==> config.mk <==
export PLATFORM = sky130hd
export DESIGN_NAME = load_store_unit
export DESIGN_NICKNAME = d
export VERILOG_FILES = /design/src/rtl/load_store_unit.sv
export SDC_FILE = /design/constraint.sdc
export NUM_CORES = 1
export LEC_CHECK = 0
export ABC_AREA = 1
export BUFFER_PORTS_ARGS = -buffer_cell sky130_fd_sc_hd__buf_2
export CORE_MARGIN = 3
export CORE_UTILIZATION = 40
export CTS_CLUSTER_DIAMETER = 150
export DETAILED_ROUTE_END_ITERATION = 8
export HOLD_SLACK_MARGIN = 0.15
export PLACE_DENSITY = 0.68
export SETUP_SLACK_MARGIN = 0.2
export SLEW_MARGIN = 20
export SYNTH_ARGS = -nofsm -noshare
export SYNTH_HDL_FRONTEND = slang
export SYNTH_SLANG_ARGS = --single-unit
==> constraint.sdc <==
create_clock -name clk -period 1.7 [get_ports clk]
set_input_delay 0.085 -clock clk [delete_from_list [all_inputs] [get_ports clk]]
set_output_delay 0.085 -clock clk [all_outputs]
set_load 0.05 [all_outputs]
==> src/rtl/load_store_unit.sv <==
// Load/store unit: maps byte/half/word core accesses onto word-wide data_memory, RMW for sub-word stores.
// Latency: error and word store respond 2 cycles after issue, loads and sub-word stores respond 3 cycles after issue.
// Backpressure: req_ready is high only in IDLE; the core holds its request while req_ready is low.
//
// Ports:
//   clk, rst_n                      clock, asynchronous active-low reset
//   req_valid/req_ready             request handshake (accepted when both high at a rising edge)
//   req_we, req_size, req_unsigned  store flag, size (00 byte, 01 half, 10 word, 11 reserved), zero-extend
//   req_addr, req_wdata             byte address, right-aligned store data
//   rsp_valid, rsp_err, rsp_rdata   one-cycle completion pulse, error flag, extended load data
//   mem_WE, mem_A, mem_WD, mem_RD   data_memory interface (mem_RD valid the cycle after mem_A)
//   cnt_loads/stores/errs           present only when LSU_PERF_CNT_EN is defined
//
// Build option: define LSU_PERF_CNT_EN to add the completed-access counters.
module load_store_unit #(
  parameter int unsigned MEM_WORDS = 10001
) (
  input  logic        clk,
  input  logic        rst_n,
  input  logic        req_valid,
  output logic        req_ready,
  input  logic        req_we,
  input  logic [1:0]  req_size,
  input  logic        req_unsigned,
  input  logic [31:0] req_addr,
  input  logic [31:0] req_wdata,
  output logic        rsp_valid,
  output logic        rsp_err,
  output logic [31:0] rsp_rdata,
`ifdef LSU_PERF_CNT_EN
  output logic [31:0] cnt_loads,
  output logic [31:0] cnt_stores,
  output logic [31:0] cnt_errs,
`endif
  output logic        mem_WE,
  output logic [31:0] mem_A,
  output logic [31:0] mem_WD,
  input  logic [31:0] mem_RD
);

  localparam logic [29:0] MAX_IDX = 30'(MEM_WORDS - 1);
  localparam logic [1:0]  SZ_B    = 2'b00;
  localparam logic [1:0]  SZ_H    = 2'b01;
  localparam logic [1:0]  SZ_W    = 2'b10;
  localparam logic [1:0]  SZ_RSV  = 2'b11;

  typedef enum logic [2:0] {IDLE, RD, LDX, WR, ERR} state_t;

  state_t      state_q, state_d;
  logic [31:0] addr_q, addr_d;
  logic [1:0]  size_q, size_d;
  logic        we_q, we_d;
  logic        uns_q, uns_d;
  logic [31:0] wdata_q, wdata_d;
  logic        rsp_valid_q, rsp_valid_d;
  logic        rsp_err_q, rsp_err_d;
  logic [31:0] rsp_rdata_q, rsp_rdata_d;

  logic        accept;
  logic        req_err;
  logic [7:0]  ld_byte;
  logic [15:0] ld_half;
  logic [31:0] ld_ext;
  logic [31:0] wr_word;

  assign req_ready = (state_q == IDLE);
  assign accept    = req_valid & req_ready;

  // Any one of these is an error; the order only matters for documentation since a single flag results.
  assign req_err = (req_size == SZ_RSV)
                 | ((req_size == SZ_H) & req_addr[0])
                 | ((req_size == SZ_W) & (|req_addr[1:0]))
                 | (req_addr[31:2] > MAX_IDX);

  // Lane extraction from the word returned by memory.
  always_comb begin
    ld_byte = mem_RD[7:0];
    case (addr_q[1:0])
      2'd0: ld_byte = mem_RD[7:0];
      2'd1: ld_byte = mem_RD[15:8];
      2'd2: ld_byte = mem_RD[23:16];
      2'd3: ld_byte = mem_RD[31:24];
      default: ld_byte = mem_RD[7:0];
    endcase
    ld_half = addr_q[1] ? mem_RD[31:16] : mem_RD[15:0];
    case (size_q)
      SZ_B:    ld_ext = {{24{~uns_q & ld_byte[7]}}, ld_byte};
      SZ_H:    ld_ext = {{16{~uns_q & ld_half[15]}}, ld_half};
      default: ld_ext = mem_RD;
    endcase
  end

  // Store word: full wdata for word stores, otherwise the old word with one lane replaced.
  // For sub-word stores mem_RD holds the old word during WR because RD presented the same index.
  always_comb begin
    wr_word = mem_RD;
    case (size_q)
      SZ_B: begin
        case (addr_q[1:0])
          2'd0: wr_word[7:0]   = wdata_q[7:0];
          2'd1: wr_word[15:8]  = wdata_q[7:0];
          2'd2: wr_word[23:16] = wdata_q[7:0];
          2'd3: wr_word[31:24] = wdata_q[7:0];
          default: wr_word = mem_RD;
        endcase
      end
      SZ_H: begin
        if (addr_q[1]) wr_word[31:16] = wdata_q[15:0];
        else           wr_word[15:0]  = wdata_q[15:0];
      end
      default: wr_word = wdata_q;
    endcase
  end

  // Memory side depends only on state and captured request, so reset kills the strobe immediately.
  assign mem_WE = (state_q == WR);
  assign mem_A  = {2'b00, addr_q[31:2]};
  assign mem_WD = (state_q == WR) ? wr_word : 32'h0;

  always_comb begin
    state_d     = state_q;
    addr_d      = addr_q;
    size_d      = size_q;
    we_d        = we_q;
    uns_d       = uns_q;
    wdata_d     = wdata_q;
    rsp_valid_d = 1'b0;
    rsp_err_d   = 1'b0;
    rsp_rdata_d = 32'h0;
    case (state_q)
      IDLE: begin
        if (accept) begin
          addr_d  = req_addr;
          size_d  = req_size;
          we_d    = req_we;
          uns_d   = req_unsigned;
          wdata_d = req_wdata;
          if (req_err)                         state_d = ERR;
          else if (req_we && req_size == SZ_W) state_d = WR;
          else                                 state_d = RD;
        end
      end
      RD:  state_d = we_q ? WR : LDX;
      LDX: begin
        rsp_valid_d = 1'b1;
        rsp_rdata_d = ld_ext;
        state_d     = IDLE;
      end
      WR: begin
        rsp_valid_d = 1'b1;
        state_d     = IDLE;
      end
      ERR: begin
        rsp_valid_d = 1'b1;
        rsp_err_d   = 1'b1;
        state_d     = IDLE;
      end
      default: state_d = IDLE;
    endcase
  end

  always_ff @(posedge clk or negedge rst_n) begin
    if (!rst_n) begin
      state_q     <= IDLE;
      addr_q      <= 32'h0;
      size_q      <= 2'b00;
      we_q        <= 1'b0;
      uns_q       <= 1'b0;
      wdata_q     <= 32'h0;
      rsp_valid_q <= 1'b0;
      rsp_err_q   <= 1'b0;
      rsp_rdata_q <= 32'h0;
    end else begin
      state_q     <= state_d;
      addr_q      <= addr_d;
      size_q      <= size_d;
      we_q        <= we_d;
      uns_q       <= uns_d;
      wdata_q     <= wdata_d;
      rsp_valid_q <= rsp_valid_d;
      rsp_err_q   <= rsp_err_d;
      rsp_rdata_q <= rsp_rdata_d;
    end
  end

  assign rsp_valid = rsp_valid_q;
  assign rsp_err   = rsp_err_q;
  assign rsp_rdata = rsp_rdata_q;

`ifdef LSU_PERF_CNT_EN
  logic [31:0] cnt_loads_q, cnt_stores_q, cnt_errs_q;

  // Updated on the edge that raises rsp_valid, so the new count is visible alongside the response.
  always_ff @(posedge clk or negedge rst_n) begin
    if (!rst_n) begin
      cnt_loads_q  <= 32'h0;
      cnt_stores_q <= 32'h0;
      cnt_errs_q   <= 32'h0;
    end else begin
      if (state_q == LDX) cnt_loads_q  <= cnt_loads_q + 32'd1;
      if (state_q == WR)  cnt_stores_q <= cnt_stores_q + 32'd1;
      if (state_q == ERR) cnt_errs_q   <= cnt_errs_q + 32'd1;
    end
  end

  assign cnt_loads  = cnt_loads_q;
  assign cnt_stores = cnt_stores_q;
  assign cnt_errs   = cnt_errs_q;
`endif

endmodule

### Yosys cells after proc, flatten, opt, wreduce, memory -nomap -nowiden

Index checks and enable logic that the tools add are counted.

* $lt $le $gt $ge: 1
* equal/unequal tests: 12
* mux-type cells: 19
* bitwise operators: 9
* reduce and logical (&&, ||, !) cells: 7

Operators by type and width (count)
* one-hot mux 32 bit (2 select lines): 2
* 2-to-1 mux 32 bit: 2
* 2-to-1 mux 16 bit: 3
* 2-to-1 mux 8 bit: 4
* one-hot mux 8 bit (4 select lines): 1
* greater-than comparator 30 x 14 -> 1 bit (second input constant): 1
* == test 2 bit (second input constant): 4
* == test 2 x 1 -> 1 bit (second input constant): 3
* == test 3 x 2 -> 1 bit (second input constant): 2
* 2-to-1 mux 3 bit: 2
* one-hot mux 3 bit (2 select lines): 1
* bitwise AND 1 bit: 5
* logical NOT 2 bit: 2
* == test 3 x 1 -> 1 bit (second input constant): 1
* == test 3 bit (second input constant): 1
* logical NOT 3 bit: 1
* 2-to-1 mux 1 bit: 3
* bitwise OR 1 bit: 3
* OR reduction 3 bit: 1
* 2-to-1 mux 2 bit: 1
* inequality test 2 x 1 -> 1 bit (second input constant): 1
* AND reduction 2 bit: 1
* OR reduction 2 bit: 1
* logical AND 1 bit: 1
* NOT 1 bit: 1

* flip-flop bits (word level): 105
* input port bits: 103
* output and inout bits: 100
* word-level logic and storage cells: 57

### Logic depth before layout (Yosys ltp)

* depth in word-level cells: 8
* gate-level depth with buffers: 9

### Least setup slack after synthesis

OpenSTA, ideal clock, no wires.

* kind: register to output
* start: register size_q[1]
* end: output port mem_WD[25]
* arrival time: 2.004 ns
* required time: 1.615 ns
* path slack: -0.389 ns
* cell stages (with the launch flop): 7
* path through: dfrtp_1 inv_2 nand2_2 inv_2 clkbuf_1 o211ai_1 a31oi_1

* word-level cells in the longest chain between the ends: 3
* elaborated cells on any way between the ends: 4

Ends and longest elaborated chain
* start, declared: line 51 `logic [1:0] size_q, size_d;`
* start signal, assigned: line 176 `size_q <= size_d;`
* == test 2 x 1 -> 1 bit or logical NOT 2 bit (tied branches): line 97 `case (size_q)`
* one-hot mux 32 bit (2 select lines) (*): line 97
* 2-to-1 mux 32 bit (*): line 118 `assign mem_WD = (state_q == WR) ? wr_word : 32'h0;`
* end, declared: line 37 `output logic [31:0] mem_WD,`

Mark *: on every way between the ends. The rest lies on a longest branch, timed or not.

### Worst setup path after layout

* start: register addr_q[1]
* end: output port mem_WD[12]

* word-level cells in the longest chain between the ends: 4
* elaborated cells on any way between the ends: 5

Ends and longest elaborated chain
* start, declared: line 50 `logic [31:0] addr_q, addr_d;`
* start signal, assigned: line 175 `addr_q <= addr_d;`
* == test 2 x 1 -> 1 bit: line 99 `case (addr_q[1:0])`
* 2-to-1 mux 8 bit: line 99
* one-hot mux 32 bit (2 select lines) (*): line 97
* 2-to-1 mux 32 bit (*): line 118

Marked as above.

==> impl_metrics.env <==
export IMPL_overflow=0
export IMPL_grt_usage_pct=26.9
export IMPL_crit_end="mem_WD[12]"
export IMPL_switchingPower_w=0.00318
export IMPL_p_seq_share_pct=34.9
export IMPL_clockRootBuffer="clkbuf_16"
export IMPL_hp_class="in -> reg"
export IMPL_yosys_top_cells_area="dfrtp_1 45%, mux2_2 8.1%, o21ai_0 5.8%"
export IMPL_drt_iter0_drc=837
export IMPL_ys_flop_type="dfrtp_1"
export IMPL_ys_seq_area_share_pct=44.9
export IMPL_postSynth_asyncResetShare_pct=100
export IMPL_ioPinCount=203
export IMPL_first_global_vias=6626
export IMPL_coreArea_um2=14100
export IMPL_maxSlewViolCount=0
export IMPL_synthDominantCellAreaShare_pct=44.9
export IMPL_synth_cell_area_um2=5850
export IMPL_crit_path_end_kind="output port"
export IMPL_place_area_um2=7350
export IMPL_power_w=0.00837
export IMPL_required_ns=1.62
export IMPL_min_period_ns=2.09
export IMPL_max_stage_delay_ns=0.44
export IMPL_start_util_pct=41.5
export IMPL_syn_to_final_growth_pct=83.0
export IMPL_reg2reg_depth=9
export IMPL_hold_viol=0
export IMPL_design_area_um2=10700
export IMPL_fmaxAchievable_mhz=480
export IMPL_cts_tree="yes"
export IMPL_crit_cells=9
export IMPL_syn_inst=681
export IMPL_htree_levels=3
export IMPL_dp_slack_ns=0.00319
export IMPL_setup_viol=105
export IMPL_p_leak_nw=4.92
export IMPL_ir_drop_v=0.000760
export IMPL_path_cells="buf_12 -> nor2_4 -> inv_4 -> a21oi_1 -> o21ai_1 -> o221ai_1 -> nand2_1 -> clkinvlp_4 -> buf_8"
export IMPL_synth_top_area_cell="dfrtp_1"
export IMPL_p_per_area_nw_per_um2=782
export IMPL_clockBufferDepth=2
export IMPL_fill_cells=839
export IMPL_synth_area_per_cell_um2=8.58
export IMPL_worst_ep_arrival_time_ns=2.00
export IMPL_dr_total_vias=6903
export IMPL_p_sw_share_pct=38.0
export IMPL_rsz0062_at_grt="true"
export IMPL_die_area_um2=16100
export IMPL_dp_hpwl_mm=13.6
export IMPL_r2r_end="wdata_q[18]"
export IMPL_drc=0
export IMPL_crit_family="buffers and inverters"
export IMPL_grt_pass1_wl_mm=34.5
export IMPL_gp_congestion=0.975
export IMPL_cp_start_kind="flip-flop"
export IMPL_finalNetCount=1140
export IMPL_port_buffers=200
export IMPL_die_h_um=127
export IMPL_ys_types=34
export IMPL_clk_pin_slew_ns=0.07
export IMPL_wl_per_cell_um=21.0
export IMPL_cp_max_fo=12
export IMPL_cap_violations=0
export IMPL_yosysWarnings=0
export IMPL_routed_via_density=5.64
export IMPL_worstSetupStartpoint="addr_q[1]"
export IMPL_p_comb_share_pct=39.7
export IMPL_layout_setup_ws_ns=-0.385
export IMPL_r2r_start="state_q[1]"
export IMPL_p_int_w=0.00519
export IMPL_cts_buffers=9
export IMPL_antenna_found_initial=0
export IMPL_fp_row_count=43
export IMPL_postRouteAntennaNets=0
export IMPL_p_clk_share_pct=25.5
export IMPL_die_w_um=127
export IMPL_status="finished with violations"
export IMPL_crit_slowest_cell="dfrtp_2"
export IMPL_finalCritPeriodShare_pct=123
export IMPL_dr_pass1_iters=5
export IMPL_violations="negative setup slack"
export IMPL_ys_ff_latch=105
export IMPL_r2r_slack_ns=-0.24
export IMPL_grt_max_degree=46
export IMPL_insertion_delay_ns=0.37
export IMPL_path_class="reg -> out"
export IMPL_fin_skew_ns=0.0155
export IMPL_synth_edf_count=0
export IMPL_routed_wl_mm=25.7
export IMPL_drive_gt1_share_pct=53.6
export IMPL_clock_sinks=105
export IMPL_cp_buffers_inverters=4
==> layout make-up <==
class                   count  area [µm²]  area share [%]
multi-input cells         426        3340            31.2
clock buffers              10         239            2.23
well taps                 180         225            2.11
clock inverters             6        60.1           0.561
inverters                  87         412            3.85
diodes                      1        2.50          0.0234
repair buffers            408        3790            35.4
flip-flops and latches    105        2630            24.6
==> routing by layer <==
metal	global-route usage, %	wire length, µm	share of wire [%]	vias up
met2	46.0	12800	50	490
li1	-	-	-	2970
met1	32.8	9200	36	3310
met5	0	0	0	-
met4	10.2	1400	5.4	0
met3	6.65	2300	8.9	133
==> power by group through the flow <==
stage                     clock network (W)  registers, W  logic (W)
after floorplan                           0       0.00290    0.00167
after global placement                    0       0.00291    0.00221
after detailed placement                  0       0.00292    0.00223
after CTS                           0.00213       0.00288    0.00280
after global routing                0.00226       0.00294    0.00348
final                               0.00213       0.00292    0.00332
==> cell usage after synthesis, types with 6 or more instances <==
library cell,count
dfrtp_1,105
inv_1,81
nand2_1,81
nor2_1,81
o21ai_0,68
a21oi_1,60
mux2_2,42
buf_4,33
o221ai_1,20
buf_2,16
o2111ai_1,13
clkbuf_1,11
nor2_2,11
a211oi_1,7
nand3_1,7
inv_2,6
==> logic make-up (layout without fill, tap and decap cells) <==
logic type / after synthesis / in the layout / synth area share (%)
flops: 105 / 105 / 44.9
mux: 42 / 42 / 8.09
simple gates: 198 / 200 / 14.8
other cells: 1 / 3 / 0.0642
compound gates: 182 / 182 / 19.2
buf+inv: 153 / 511 / 12.9
==> tightest hold or removal path, cell delays in order <==
cell and delay, ns:
buf_2 0.12, o221ai_2 0.18, a21oi_1 0.05
==> timing repair <==
item | CTS | global route
endpoints found under the setup margin | 97 | 135
gates resized for setup | 184 | 158
hold buffers | 102 | 0
pin swaps | 23 | 38
buffers inserted | 31 | 17
endpoints found under the hold margin | 206 | 0
cloned | 13 | 7
==> metrics by stage <==
step                      hold WS, ns  TNS (ns)  std cells  util (%)
after floorplan                -0.211         0        682         -
after global placement         0.0377         0       1036      52.1
after detailed placement       0.0399         0       1036      52.1
after CTS                       0.151     -6.35       1198      69.8
after global routing            0.145    -26.64       1222      75.9
final                           0.118    -22.85       1223      75.9
==> how the worst min path moves through the flow <==
stage | from | to | slack, ns | cells after the start
floorplan | rst_n | addr_q[0] | -0.21 | 0
detailed placement | rst_n | wdata_q[22] | 0.04 | 1
finish | mem_RD[18] | rsp_rdata[2] | 0.12 | 3
global route | mem_RD[18] | rsp_rdata[2] | 0.14 | 3
CTS | mem_RD[18] | rsp_rdata[2] | 0.15 | 3
global placement | rst_n | wdata_q[28] | 0.04 | 1
==> placed cells by master (no fill, tap or decap), types with 22 or more instances in the layout <==
cell type      count
a21oi_2           26
a21oi_1           24
o21ai_1           40
nand2_1           62
nor2_4            32
dfrtp_1          101
buf_4             45
mux2_2            33
buf_2            166
buf_6             36
inv_1             54
dlygate4sd3_1    102
buf_8             22
nor2_1            55
==> registers in the layout (all words and copies together) (netlist names) <==
register and cells:
we_q 1, state_q 3, rsp_err 1, rsp_valid 1
uns_q 1, size_q 2, addr_q 32, wdata_q 32
rsp_rdata 32
No activity file was read; power rests on OpenSTA's default activity.
